==> config.mk <==
export PLATFORM = sky130hd
export DESIGN_NAME = csa_resolve_pipe
export DESIGN_NICKNAME = d
export VERILOG_FILES = /design/src/rtl/csa_pkg.sv /design/src/rtl/csa_resolve_half.sv /design/src/rtl/csa_resolve_pipe.sv
export SDC_FILE = /design/constraint.sdc
export NUM_CORES = 1
export LEC_CHECK = 0
export BUFFER_PORTS_ARGS = -buffer_cell sky130_fd_sc_hd__clkbuf_2
export CORE_MARGIN = 8
export CORE_UTILIZATION = 59
export CTS_CLUSTER_SIZE = 24
export DETAILED_ROUTE_END_ITERATION = 16
export GPL_ROUTABILITY_DRIVEN = 0
export PLACE_DENSITY = 0.86
export SETUP_SLACK_MARGIN = 0.1
export SYNTH_ARGS = -nofsm -noshare
export SYNTH_HDL_FRONTEND = slang
export SYNTH_HIERARCHICAL = 1
export SYNTH_SLANG_ARGS = --single-unit
==> constraint.sdc <==
create_clock -name clock -period 4.2 [get_ports clock]
set_input_delay 0.42 -clock clock [delete_from_list [all_inputs] [get_ports clock]]
set_output_delay 0.42 -clock clock [all_outputs]
set_load 0.02 [all_outputs]
==> src/rtl/csa_pkg.sv <==
// Shared definitions for the carry-save resolve path: default widths and the
// redundant (sum, carry) pair type produced by the 4:2 CSA array.
package csa_pkg;

    localparam int CSA_W    = 25;
    localparam int CSA_LO_W = 13;

    typedef struct packed {
        logic [CSA_W-1:0] sum;
        logic [CSA_W-1:0] carry;
    } csa_pair_t;

endpackage

==> src/rtl/csa_resolve_half.sv <==
// N-bit unsigned adder with carry-in and a full N+1-bit result; one instance
// per pipeline stage of the carry-save resolver.
module csa_resolve_half #(
    parameter int N = 13
) (
    input  logic [N-1:0] a,
    input  logic [N-1:0] b,
    input  logic         cin,
    output logic [N:0]   s
);

    assign s = {1'b0, a} + {1'b0, b} + {{N{1'b0}}, cin};

endmodule

==> src/rtl/csa_resolve_pipe.sv <==
// Two-stage resolver of a carry-save pair into a binary sum with valid/ready
// handshake and tag sideband. Define CSA_RESOLVE_ZERO_FLAG_EN to add out_zero.
module csa_resolve_pipe
    import csa_pkg::*;
#(
    parameter int IN_W  = CSA_W,
    parameter int LO_W  = CSA_LO_W,
    parameter int TAG_W = 4
) (
    input  logic             clock,
    input  logic             reset,
    input  logic             flush,
    input  logic             in_valid,
    output logic             in_ready,
    input  logic [IN_W-1:0]  in_sum,
    input  logic [IN_W-1:0]  in_carry,
    input  logic [TAG_W-1:0] in_tag,
    output logic             out_valid,
    input  logic             out_ready,
    output logic [IN_W:0]    out_result,
    output logic [TAG_W-1:0] out_tag
`ifdef CSA_RESOLVE_ZERO_FLAG_EN
    ,
    output logic             out_zero
`endif
);

    localparam int HI_W = IN_W - LO_W;

    logic             s1_valid;
    logic [LO_W:0]    s1_lo;
    logic [HI_W-1:0]  s1_sum_hi;
    logic [HI_W-1:0]  s1_carry_hi;
    logic [TAG_W-1:0] s1_tag;

    logic             s2_valid;
    logic [IN_W:0]    s2_result;
    logic [TAG_W-1:0] s2_tag;

    logic             accept;
    logic             s2_adv;
    logic [LO_W:0]    lo_sum;
    logic [HI_W:0]    hi_sum;

    assign s2_adv   = s1_valid && (!s2_valid || out_ready);
    // Reset gates in_ready so nothing looks accepted while the pipe is held.
    assign in_ready = reset && !flush && (!s1_valid || s2_adv);
    assign accept   = in_valid && in_ready;

    csa_resolve_half #(.N(LO_W)) u_lo (
        .a   (in_sum[LO_W-1:0]),
        .b   (in_carry[LO_W-1:0]),
        .cin (1'b0),
        .s   (lo_sum)
    );

    csa_resolve_half #(.N(HI_W)) u_hi (
        .a   (s1_sum_hi),
        .b   (s1_carry_hi),
        .cin (s1_lo[LO_W]),
        .s   (hi_sum)
    );

    always_ff @(posedge clock) begin
        if (!reset) begin
            s1_valid    <= 1'b0;
            s1_lo       <= '0;
            s1_sum_hi   <= '0;
            s1_carry_hi <= '0;
            s1_tag      <= '0;
            s2_valid    <= 1'b0;
            s2_result   <= '0;
            s2_tag      <= '0;
        end else begin
            if (flush) begin
                s1_valid <= 1'b0;
                s2_valid <= 1'b0;
            end else begin
                s1_valid <= accept ? 1'b1 : (s2_adv ? 1'b0 : s1_valid);
                s2_valid <= s2_adv ? 1'b1 : (out_ready ? 1'b0 : s2_valid);
            end
            if (accept) begin
                s1_lo       <= lo_sum;
                s1_sum_hi   <= in_sum[IN_W-1:LO_W];
                s1_carry_hi <= in_carry[IN_W-1:LO_W];
                s1_tag      <= in_tag;
            end
            if (s2_adv && !flush) begin
                s2_result <= {hi_sum, s1_lo[LO_W-1:0]};
                s2_tag    <= s1_tag;
            end
        end
    end

`ifdef CSA_RESOLVE_ZERO_FLAG_EN
    logic s1_lo_zero;
    logic s2_zero;

    always_ff @(posedge clock) begin
        if (!reset) begin
            s1_lo_zero <= 1'b0;
            s2_zero    <= 1'b0;
        end else begin
            if (accept)
                s1_lo_zero <= (lo_sum == '0);
            if (s2_adv && !flush)
                s2_zero <= s1_lo_zero && (hi_sum == '0);
        end
    end

    assign out_zero = s2_zero;
`endif

    assign out_valid  = s2_valid && reset;
    assign out_result = s2_result;
    assign out_tag    = s2_tag;

endmodule

# ---- Word level (Yosys, flattened, before mapping)
# Cells that the tools add are included.
dict set report totals {
  ff_bits 74
  inputBits 59
  out_inout_bits 32
  wordCells 30
}
dict set report classes {
  n_addsub 3
  mux 4
  n_bitwise 1
  n_reduce_logical 14
}
# cell n
set op_table {}
lappend op_table {{$add A13 B13 Y14} 1}
lappend op_table {{$add A12 B12 Y13} 1}
lappend op_table {{$add A13 B1 Y13} 1}
lappend op_table {{$logic_and A1 B1 Y1} 6}
lappend op_table {{$mux W1} 4}
lappend op_table {{$reduce_bool A2 Y1} 2}
lappend op_table {{$logic_not A1 Y1} 3}
lappend op_table {{$logic_or A1 B1 Y1} 2}
lappend op_table {{$reduce_or A2 Y1} 1}
lappend op_table {{$not A1 Y1} 1}

# ---- Logic depth before layout (Yosys ltp)
# Gate-level depths: netlist of run 1.
dict set report logic_depth {
  ltp_word 7
  ltp_mapped 9
}

# ---- Cells and area by module
# Netlist of run 1, hierarchy kept.
# mod n_inst cells_per_inst area_per_inst_um2
set modules_own_cells {}
lappend modules_own_cells {csa_resolve_pipe 1 338 2962.8}
lappend modules_own_cells {{csa_resolve_half (u_hi)} 1 83 646.9}
lappend modules_own_cells {{csa_resolve_half (u_lo)} 1 78 588.1}

# ---- Worst setup path before layout of run 1
# No wires, ideal clock.
dict set report synth_timing {
  kind {register to register}
  start {register s1_sum_hi[0]}
  end {register s2_result[25] (netlist: out_result[25])}
  arrival_ns 2.156
  slack_ns 1.920
  path_stages_with_launch 9
  path_buffers 0
  cell_sequence {dfxtp_1 -> fa_1 -> fa_1 -> a211oi_1 -> o21ai_0 -> a31o_2 -> a31o_2 -> nand3_1 -> a21boi_0}
}
dict set report synth_between {
  elab_chain_len 2
}
# item line
set synth_rtl {}
lappend synth_rtl {{from (decl)} csa_resolve_pipe.sv:32} ;# logic [HI_W-1:0] s1_sum_hi;
lappend synth_rtl {{from (signal assigned)} csa_resolve_pipe.sv:84} ;# s1_sum_hi <= in_sum[IN_W-1:LO_W];
lappend synth_rtl {{$add A12 B12 Y13} csa_resolve_half.sv:12} ;# assign s = {1'b0, a} + {1'b0, b} + {{N{1'b0}}, cin};
lappend synth_rtl {{$add A13 B1 Y13} csa_resolve_half.sv:12}
lappend synth_rtl {{net hi_sum[12]} csa_resolve_pipe.sv:43} ;# logic [HI_W:0] hi_sum;
lappend synth_rtl {{to (signal assigned)} csa_resolve_pipe.sv:89} ;# s2_result <= {hi_sum, s1_lo[LO_W-1:0]};
lappend synth_rtl {{to (decl)} csa_resolve_pipe.sv:37} ;# logic [IN_W:0] s2_result;
# The timed path passes the listed nets, and every way through them passes these cells.
# A chain may end at the register's enable or synchronous reset.

# ---- Worst setup path after layout of run 1
# Same ends and word-level chain as after synthesis.

==> results.json, run 1 <==
{
  "io_buffers": 90,
  "fmax_ghz": 0.404,
  "drc": 0,
  "period_needed_ns": 2.48,
  "cts_tree": "done",
  "cts_setup_buffers": 0,
  "drt-initial-drc-count": 331,
  "clk_latency_ns": 0.35,
  "p_leak_nw": 2.03,
  "rows": 30,
  "antenna-diode-count": 0,
  "clockBufferDepth": 2,
  "dieArea_mm2": 0.0101,
  "antenna_left": 0,
  "arrival_ns": 2.71,
  "grt_pass1_wl_mm": 17.9,
  "fin_skew_ns": 0.00585,
  "final_cell_mix": "clkbuf_2, nand3_1, dfxtp_1, nand2_1, o21ai_0",
  "start_kind": "flop",
  "p_comb_frac": 0.170,
  "endpoint_kind": "flop",
  "synth-edff-count": 0,
  "synthDistinctLibCells": 57,
  "fin_ws_ns": 1.72,
  "clkTransAtPathRegs_ns": 0.08,
  "crit_required_ns": 4.43,
  "irDropWorstVdd_mv": 0.181,
  "synth_nets": 585,
  "p_int_mw": 1.18,
  "first_global_vias": 3768,
  "grt_usage": 0.219,
  "cts_root_buf": "clkbuf_8",
  "slew_headroom": 0.225,
  "die_x_um": 100,
  "max_stage_delay_ns": 0.46,
  "final_layout_size_suffix_gt1_frac": 0.262,
  "swShare": 0.272,
  "ys.flop_type": "dfxtp_1",
  "grt_antenna_before_repair": 0,
  "detail_route.vias_per_cell": 6.05,
  "grt_max_degree": 75,
  "crit_slowest_cell": "fa_1",
  "status": "finished clean",
  "ioPinCount": 91,
  "worstPathCellList": "fa_1 > fa_1 > a211oi_1 > o21ai_0 > a31o_2 > a31o_2 > nand3_1 > a21boi_0",
  "maxCapViolCount": 0,
  "p_clk_frac": 0.364,
  "first_pass_iters": 5,
  "nets": 651,
  "tightestPinTransition_ns": 1.16,
  "numCtsBuffers": 9,
  "regArea_mm2": 0.00148,
  "dp_slack_ns": 1.72,
  "yosysWarnings": 6,
  "setup.worst_path.class": "reg2reg",
  "cts-hold-fix-buffers": 0,
  "ys_seq_elements": 74,
  "syn_avg_cell_area_um2": 8.41,
  "p_per_area_mw_per_mm2": 336,
  "seq_area_frac_synth": 0.353,
  "post-route-period-util": 0.590,
  "dpl.hpwl_mm": 7.77,
  "rsz0062_at_grt": "false",
  "wl_per_cell_um": 16.6,
  "routed_wl_mm": 11.1,
  "start_util": 0.614,
  "syn_inst": 499,
  "clock_sinks": 74,
  "tns_ns": 0,
  "synthesis.area_mm2": 0.00420,
  "seqPwrFrac": 0.466,
  "p_sw_mw": 0.438,
  "post_cts_resized": 0,
  "vias": 4019,
  "htree_levels": 3,
  "synthArstFlopShare": 0,
  "slew_viol_final": 0,
  "die_h_um": 100,
  "overflow": 0,
  "num-fill-cells": 577,
  "core-area_mm2": 0.00683,
  "finalSetupViolCount": 0,
  "syn_to_final_growth_pct": 14.2,
  "min_path_type": "in2reg",
  "multi_input_area_mm2": 0.00249,
  "hold_viol": 0,
  "final_common_cell": "clkbuf_2",
  "cp_max_fo": 3
}
[final timing paths]
path,from,to,slack (ns),cells past startpoint
worst min-delay path,in_sum[21],s1_sum_hi[8],0.30,3
worst max register to register,s1_sum_hi[0],out_result[25],1.72,8
worst min register to register,s1_lo[5],s1_lo[5],0.46,2
worst max-delay path,s1_sum_hi[0],out_result[25],1.72,8
[stage by stage]
step,total power [mW],cells,hold WS (ns),util,area [um2]
finish,1.61,664,0.296,0.702,4800
global route,1.68,664,0.297,0.702,4800
CTS,1.62,664,0.286,0.702,4800
detailed placement,1.03,650,0.447,0.672,4590
global placement,1.02,650,0.438,0.672,4590
floorplan,0.959,499,0.429,-,4200
[sequential cells by signal (all words and copies together) (netlist names)]
signal and flops:
out_tag 4, s1_lo 14, s1_carry_hi 12, s1_sum_hi 12
s1_valid 1, s2_valid 1, s1_tag 4, out_result 26
[critical path, delay by kind of cell (launching register included)]
kind | cells | cell delay (ns)
fa+ha+maj | 2 | 0.91
flops | 1 | 0.33
compound gates | 5 | 1.07
simple gates | 1 | 0.05
[cells in the mapped netlist, drive strengths merged (2+ instances only)]
cell / number / area [um2]
o21a: 2 / 16.3
ha: 23 / 288
a31o: 3 / 26.3
a311oi: 2 / 23.8
and2: 3 / 21.3
nor3: 3 / 15.0
inv: 6 / 22.5
a2111oi: 3 / 26.3
or4: 2 / 15.0
o211ai: 4 / 30.0
a21o: 7 / 53.8
o21bai: 2 / 15.0
nand4: 3 / 18.8
a21oi: 20 / 104
dfxtp: 74 / 1480
nand2: 51 / 191
a21boi: 31 / 233
clkbuf: 22 / 85.1
nand3: 79 / 400
nand2b: 8 / 50.1
xor2: 7 / 61.3
nor2b: 3 / 18.8
fa: 4 / 80.1
buf: 16 / 118
o21ai: 79 / 508
and3: 2 / 13.8
a31oi: 3 / 18.8
and4: 2 / 18.8
xnor2: 10 / 87.6
o311ai: 2 / 17.5
nor2: 11 / 41.3
[power groups by stage]
stage	sequential [mW]	clock, mW	combinational, mW
after CTS	0.752	0.594	0.271
after global routing	0.755	0.623	0.300
after detailed placement	0.767	0	0.266
final	0.753	0.587	0.274
after floorplan	0.765	0	0.194
after global placement	0.765	0	0.257
[metal layers]
metal	up-vias	GRT usage	routed length, um
li1	1929	-	-
met1	1871	0.275	4760
met2	187	0.346	5140
met3	32	0.0471	833
met4	0	0.107	316
met5	-	0	0
[cell type report]
| cell class | instances | share of cell area |
|---|---|---|
| tap | 96 | 0.0250 |
| clock inverter | 5 | 0.0170 |
| sequential | 74 | 0.309 |
| clock buffer | 9 | 0.0258 |
| inverter | 6 | 0.00470 |
| timing repair buffer | 93 | 0.0986 |
| multi-input combinational | 381 | 0.520 |
[cells by family after synthesis]
logic type                 Yosys count  synth area share
xor gates and xnor gates            17            0.0355
other                                1          0.000893
and+or+nand+nor                    173             0.203
muxes                                1           0.00238
DFF                                 74             0.353
adders and majority gates           27            0.0876
AOI/OAI and AO/OA                  162             0.264
buffers and inverters               44            0.0536
(Power assumes the default switching activity.)
==> inputs of run 2 (changes only) <==
Settings changed: CORE_UTILIZATION 59 to 50, PLACE_DENSITY 0.86 to 0.77.
Clock period 4.2 ns to 2 ns, I/O delays scaled along.
==> results.json, run 2 (synthesis results as in run 1) <==
{
  "clk_latency_ns": 0.34,
  "drt-initial-drc-count": 155,
  "cts_root_buf": "clkbuf_8",
  "clock_sinks": 74,
  "clockBufferDepth": 2,
  "routed_wl_mm": 11.1,
  "r2r_cells": 8,
  "p_clk_frac": 0.331,
  "endpoint_kind": "flop",
  "slew_viol_final": 0,
  "p_comb_frac": 0.189,
  "grt_usage": 0.194,
  "post-route-period-util": 1.09,
  "start_util": 0.513,
  "maxCapViolCount": 0,
  "fin_skew_ns": 0.0103,
  "numCtsBuffers": 9,
  "finalSetupViolCount": 8,
  "core-area_mm2": 0.00818,
  "start_kind": "flop",
  "rsz0062_at_grt": "true",
  "dp_slack_ns": -0.151,
  "num-fill-cells": 739,
  "cp_max_fo": 2,
  "grt_antenna_before_repair": 0,
  "dpl.hpwl_mm": 8.08,
  "nets": 676,
  "cts-hold-fix-buffers": 0,
  "final_common_cell": "clkbuf_2",
  "swShare": 0.288,
  "cts_tree": "done",
  "rows": 33,
  "ioPinCount": 91,
  "seqPwrFrac": 0.480,
  "p_int_mw": 2.34,
  "period_needed_ns": 2.17,
  "p_per_area_mw_per_mm2": 652,
  "largest_reg_flops": 26,
  "overflow": 0,
  "min_from": "in_carry[22]",
  "p_leak_nw": 2.15,
  "clkTransAtPathRegs_ns": 0.08,
  "fmax_ghz": 0.460,
  "vias": 4071,
  "hold_viol": 0,
  "hold_end": "s1_carry_hi[9]",
  "tightestPinTransition_ns": 0.574,
  "fin_ws_ns": -0.173,
  "final_cell_mix": "clkbuf_2, nand3_1, dfxtp_1, nand2_1, o21ai_0",
  "r2r_end": "out_result[25]",
  "dpl_cell_area_mm2": 0.00480,
  "antenna_left": 0,
  "grt_max_degree": 63,
  "crit_required_ns": 2.24,
  "crit_slowest_cell": "fa_2",
  "final_layout_size_suffix_gt1_frac": 0.313,
  "min_path_type": "in2reg",
  "r2r-start": "s1_lo[13]",
  "drc": 0,
  "setup.worst_path.class": "reg2reg",
  "p_sw_mw": 0.946,
  "arrival_ns": 2.41,
  "postLayoutCellArea_mm2": 0.00503,
  "first_pass_iters": 5,
  "status": "finished, violations left",
  "p_total_mw": 3.28,
  "worstPathCellList": "fa_2 > fa_2 > a211oi_2 > o21ai_1 > a31o_2 > a31o_2 > nand3_2 > a21boi_1",
  "die_h_um": 108,
  "violations": "setup timing",
  "post-route-util": 0.615,
  "io_buffers": 90,
  "grt_pass1_wl_mm": 18.5,
  "slew_headroom": 0.617,
  "rrSetupSlack_ns": -0.17,
  "max_stage_delay_ns": 0.40,
  "die_x_um": 108,
  "irDropWorstVdd_mv": 0.298,
  "syn_to_final_growth_pct": 19.8,
  "hold_path_depth": 3,
  "htree_levels": 3,
  "dieArea_mm2": 0.0116,
  "first_global_vias": 3852,
  "antenna-diode-count": 0,
  "wl_per_cell_um": 15.9,
  "detail_route.vias_per_cell": 5.82
}
-- run 2: changes by cell type in the layout (fill, tap and decap cells not counted), sizes merged --
cell | previous run | this run
clkbuf | 99 | 101
bufinv | 2 | 0
clkinv | 2 | 4
buf | 3 | 28
-- run 2: area by class of cell --
cell class	count	area (um2)	area share
clock buffer	11	151	0.0301
clock inverter	5	38.8	0.00771
timing repair buffer	118	677	0.135
inverter	6	22.5	0.00448
tap	105	131	0.0261
sequential	74	1480	0.295
multi-input combinational	381	2520	0.502
-- run 2: metal layers --
layer	wire length (um)	track usage
met3	862	0.0413
met5	0	0
met4	177	0.0753
met1	4840	0.243
met2	5270	0.319
-- run 2: power by group through the flow --
stage,combinational [mW],sequential (mW),clock (mW)
floorplan,0.411,1.61,0
global placement,0.585,1.61,0
detailed placement,0.601,1.61,0
CTS,0.612,1.57,1.10
global route,0.682,1.58,1.18
finish,0.619,1.58,1.09
-- run 2: per-stage QoR --
stage | std cells | hold WS, ns | TNS (ns)
2_1_floorplan | 499 | 0.329 | -0.0744
3_3_place_gp | 681 | 0.425 | -0.396
3_5_place_dp | 681 | 0.431 | -0.826
4_1_cts | 699 | 0.0690 | -0.706
5_1_grt | 700 | 0.0702 | -1.79
6_report | 700 | 0.0776 | -0.911
-- run 2: worst max path at each step --
stage | endpoint | cells past startpoint | startpoint
6_report | out_result[25] | 8 | s1_lo[13]
5_1_grt | out_result[25] | 8 | s1_lo[13]
3_3_place_gp | out_result[25] | 8 | s1_lo[13]
2_1_floorplan | out_result[25] | 8 | s1_lo[13]
3_5_place_dp | out_result[25] | 8 | s1_lo[13]
4_1_cts | out_result[25] | 8 | s1_lo[13]
-- run 2: what timing repair did --
action,4_1_cts,5_1_grt
buffers inserted,2,2
pin swaps,11,5
endpoints found under the setup margin,8,9
cloned,0,0
gates resized for setup,8,3
-- run 2: worst max-delay path: cells and delay by family, from the launching register on --
| family | cells | cell delay [ns] |
|---|---|---|
| simple gates | 1 | 0.05 |
| compound gates | 5 | 0.88 |
| fa+ha+maj | 2 | 0.79 |
| flops | 1 | 0.34 |
==> inputs of run 3 (changes only) <==
Settings changed: SKIP_CTS_REPAIR_TIMING set to 1.
==> results.json, run 3 (synthesis results as in run 1) <==
{
  "numCtsBuffers": 9,
  "final_cell_mix": "clkbuf_2, nand3_1, dfxtp_1, nand2_1, o21ai_0",
  "fin_cells": 701,
  "grt_usage": 0.194,
  "placed_cells": 681,
  "syn_to_final_growth_pct": 20.7,
  "largest_reg_flops": 26,
  "finalSetupViolCount": 8,
  "detail_route.vias_per_cell": 5.73,
  "dieArea_mm2": 0.0116,
  "dp_slack_ns": -0.151,
  "irDropWorstVdd_mv": 0.291,
  "core-area_mm2": 0.00818,
  "first_global_vias": 3827,
  "antenna_left": 0,
  "cp_max_fo": 2,
  "drt-initial-drc-count": 162,
  "hold_path_depth": 3,
  "start_util": 0.513,
  "die_h_um": 108,
  "vias": 4020,
  "clk_latency_ns": 0.35,
  "rsz0062_at_grt": "true",
  "post-route-util": 0.620,
  "io_buffers": 90,
  "die_x_um": 108,
  "p_per_area_mw_per_mm2": 650,
  "nets": 677,
  "drc": 0,
  "cts_root_buf": "clkbuf_8",
  "post-route-period-util": 1.10,
  "status": "finished, violations left",
  "period_needed_ns": 2.20,
  "final_common_cell": "clkbuf_2",
  "fin_ws_ns": -0.201,
  "grt_pass1_wl_mm": 18.4,
  "worstPathCellList": "fa_2 > fa_2 > a211oi_4 > o21ai_2 > a31o_2 > a31o_2 > nand3_2 > a21boi_1",
  "routed_wl_mm": 11.3,
  "min_path_type": "in2reg",
  "htree_levels": 3,
  "hold_viol": 0,
  "slew_viol_final": 0,
  "fin_skew_ns": 0.0121,
  "final_layout_size_suffix_gt1_frac": 0.324,
  "dpl.hpwl_mm": 8.08,
  "p_leak_nw": 2.17,
  "maxCapViolCount": 0,
  "cts_tree": "done",
  "fmax_ghz": 0.454,
  "ioPinCount": 91,
  "violations": "setup timing",
  "wl_per_cell_um": 16.1,
  "slew_headroom": 0.610,
  "arrival_ns": 2.44,
  "crit_slowest_cell": "fa_2",
  "endpoint_kind": "flop",
  "start_kind": "flop",
  "clockBufferDepth": 2,
  "tightestPinTransition_ns": 0.586,
  "clock_sinks": 74,
  "setup.worst_path.class": "reg2reg",
  "r2r_cells": 8,
  "grt_antenna_before_repair": 0,
  "clkTransAtPathRegs_ns": 0.08,
  "grt_max_degree": 63,
  "crit_required_ns": 2.24,
  "antenna-diode-count": 0,
  "rows": 33,
  "overflow": 0,
  "first_pass_iters": 4,
  "max_stage_delay_ns": 0.39
}
==> run 3: area by class of cell <==
type                       instances  area (um2)
fill                             731        3110
multi-input combinational        381        2550
sequential                        74        1480
timing repair buffer             119         684
clock buffer                      11         151
tap                              105         131
clock inverter                     5        38.8
inverter                           6        22.5
==> run 3: worst paths after layout <==
kind	from	end	slack [ns]
max	s1_sum_hi[0]	out_result[25]	-0.20
max reg2reg	s1_sum_hi[0]	out_result[25]	-0.20
min	in_carry[22]	s1_carry_hi[9]	0.08
min reg2reg	s1_lo[0]	s1_lo[0]	0.46
==> run 3: per-layer routing <==
metal,wire length [um],GRT usage,vias up,share of wire
li1,-,-,1979,-
met1,4990,0.246,1894,0.44
met2,5380,0.310,132,0.48
met3,731,0.0425,15,0.065
met4,169,0.0793,0,0.015
met5,0,0,-,0
==> run 3: report_power, final <==
group | switching [mW] | total, mW | leakage [nW] | internal (mW)
combinational | 0.348 | 0.631 | 1.47 | 0.283
clock | 0.565 | 1.09 | 0.0955 | 0.522
sequential | 0.0392 | 1.58 | 0.603 | 1.54
total | 0.952 | 3.29 | 2.17 | 2.34
==> run 3: through the flow <==
stage	cell area [um2]	setup TNS (ns)	hold WS (ns)	total power [mW]
5_1_grt	5070	-1.92	0.0702	3.45
3_3_place_gp	4800	-0.396	0.425	2.19
2_1_floorplan	4210	-0.0744	0.329	2.02
4_1_cts	4990	-0.721	0.0690	3.29
6_report	5070	-1.13	0.0772	3.29
3_5_place_dp	4800	-0.826	0.431	2.21
==> run 3: worst max-delay path, delay by kind of cell (launching register included) <==
family / cells / cell delay, ns
AOI/OAI and AO/OA: 5 / 0.92
adders and majority gates: 2 / 0.78
and+or+nand+nor: 1 / 0.05
DFF: 1 / 0.34
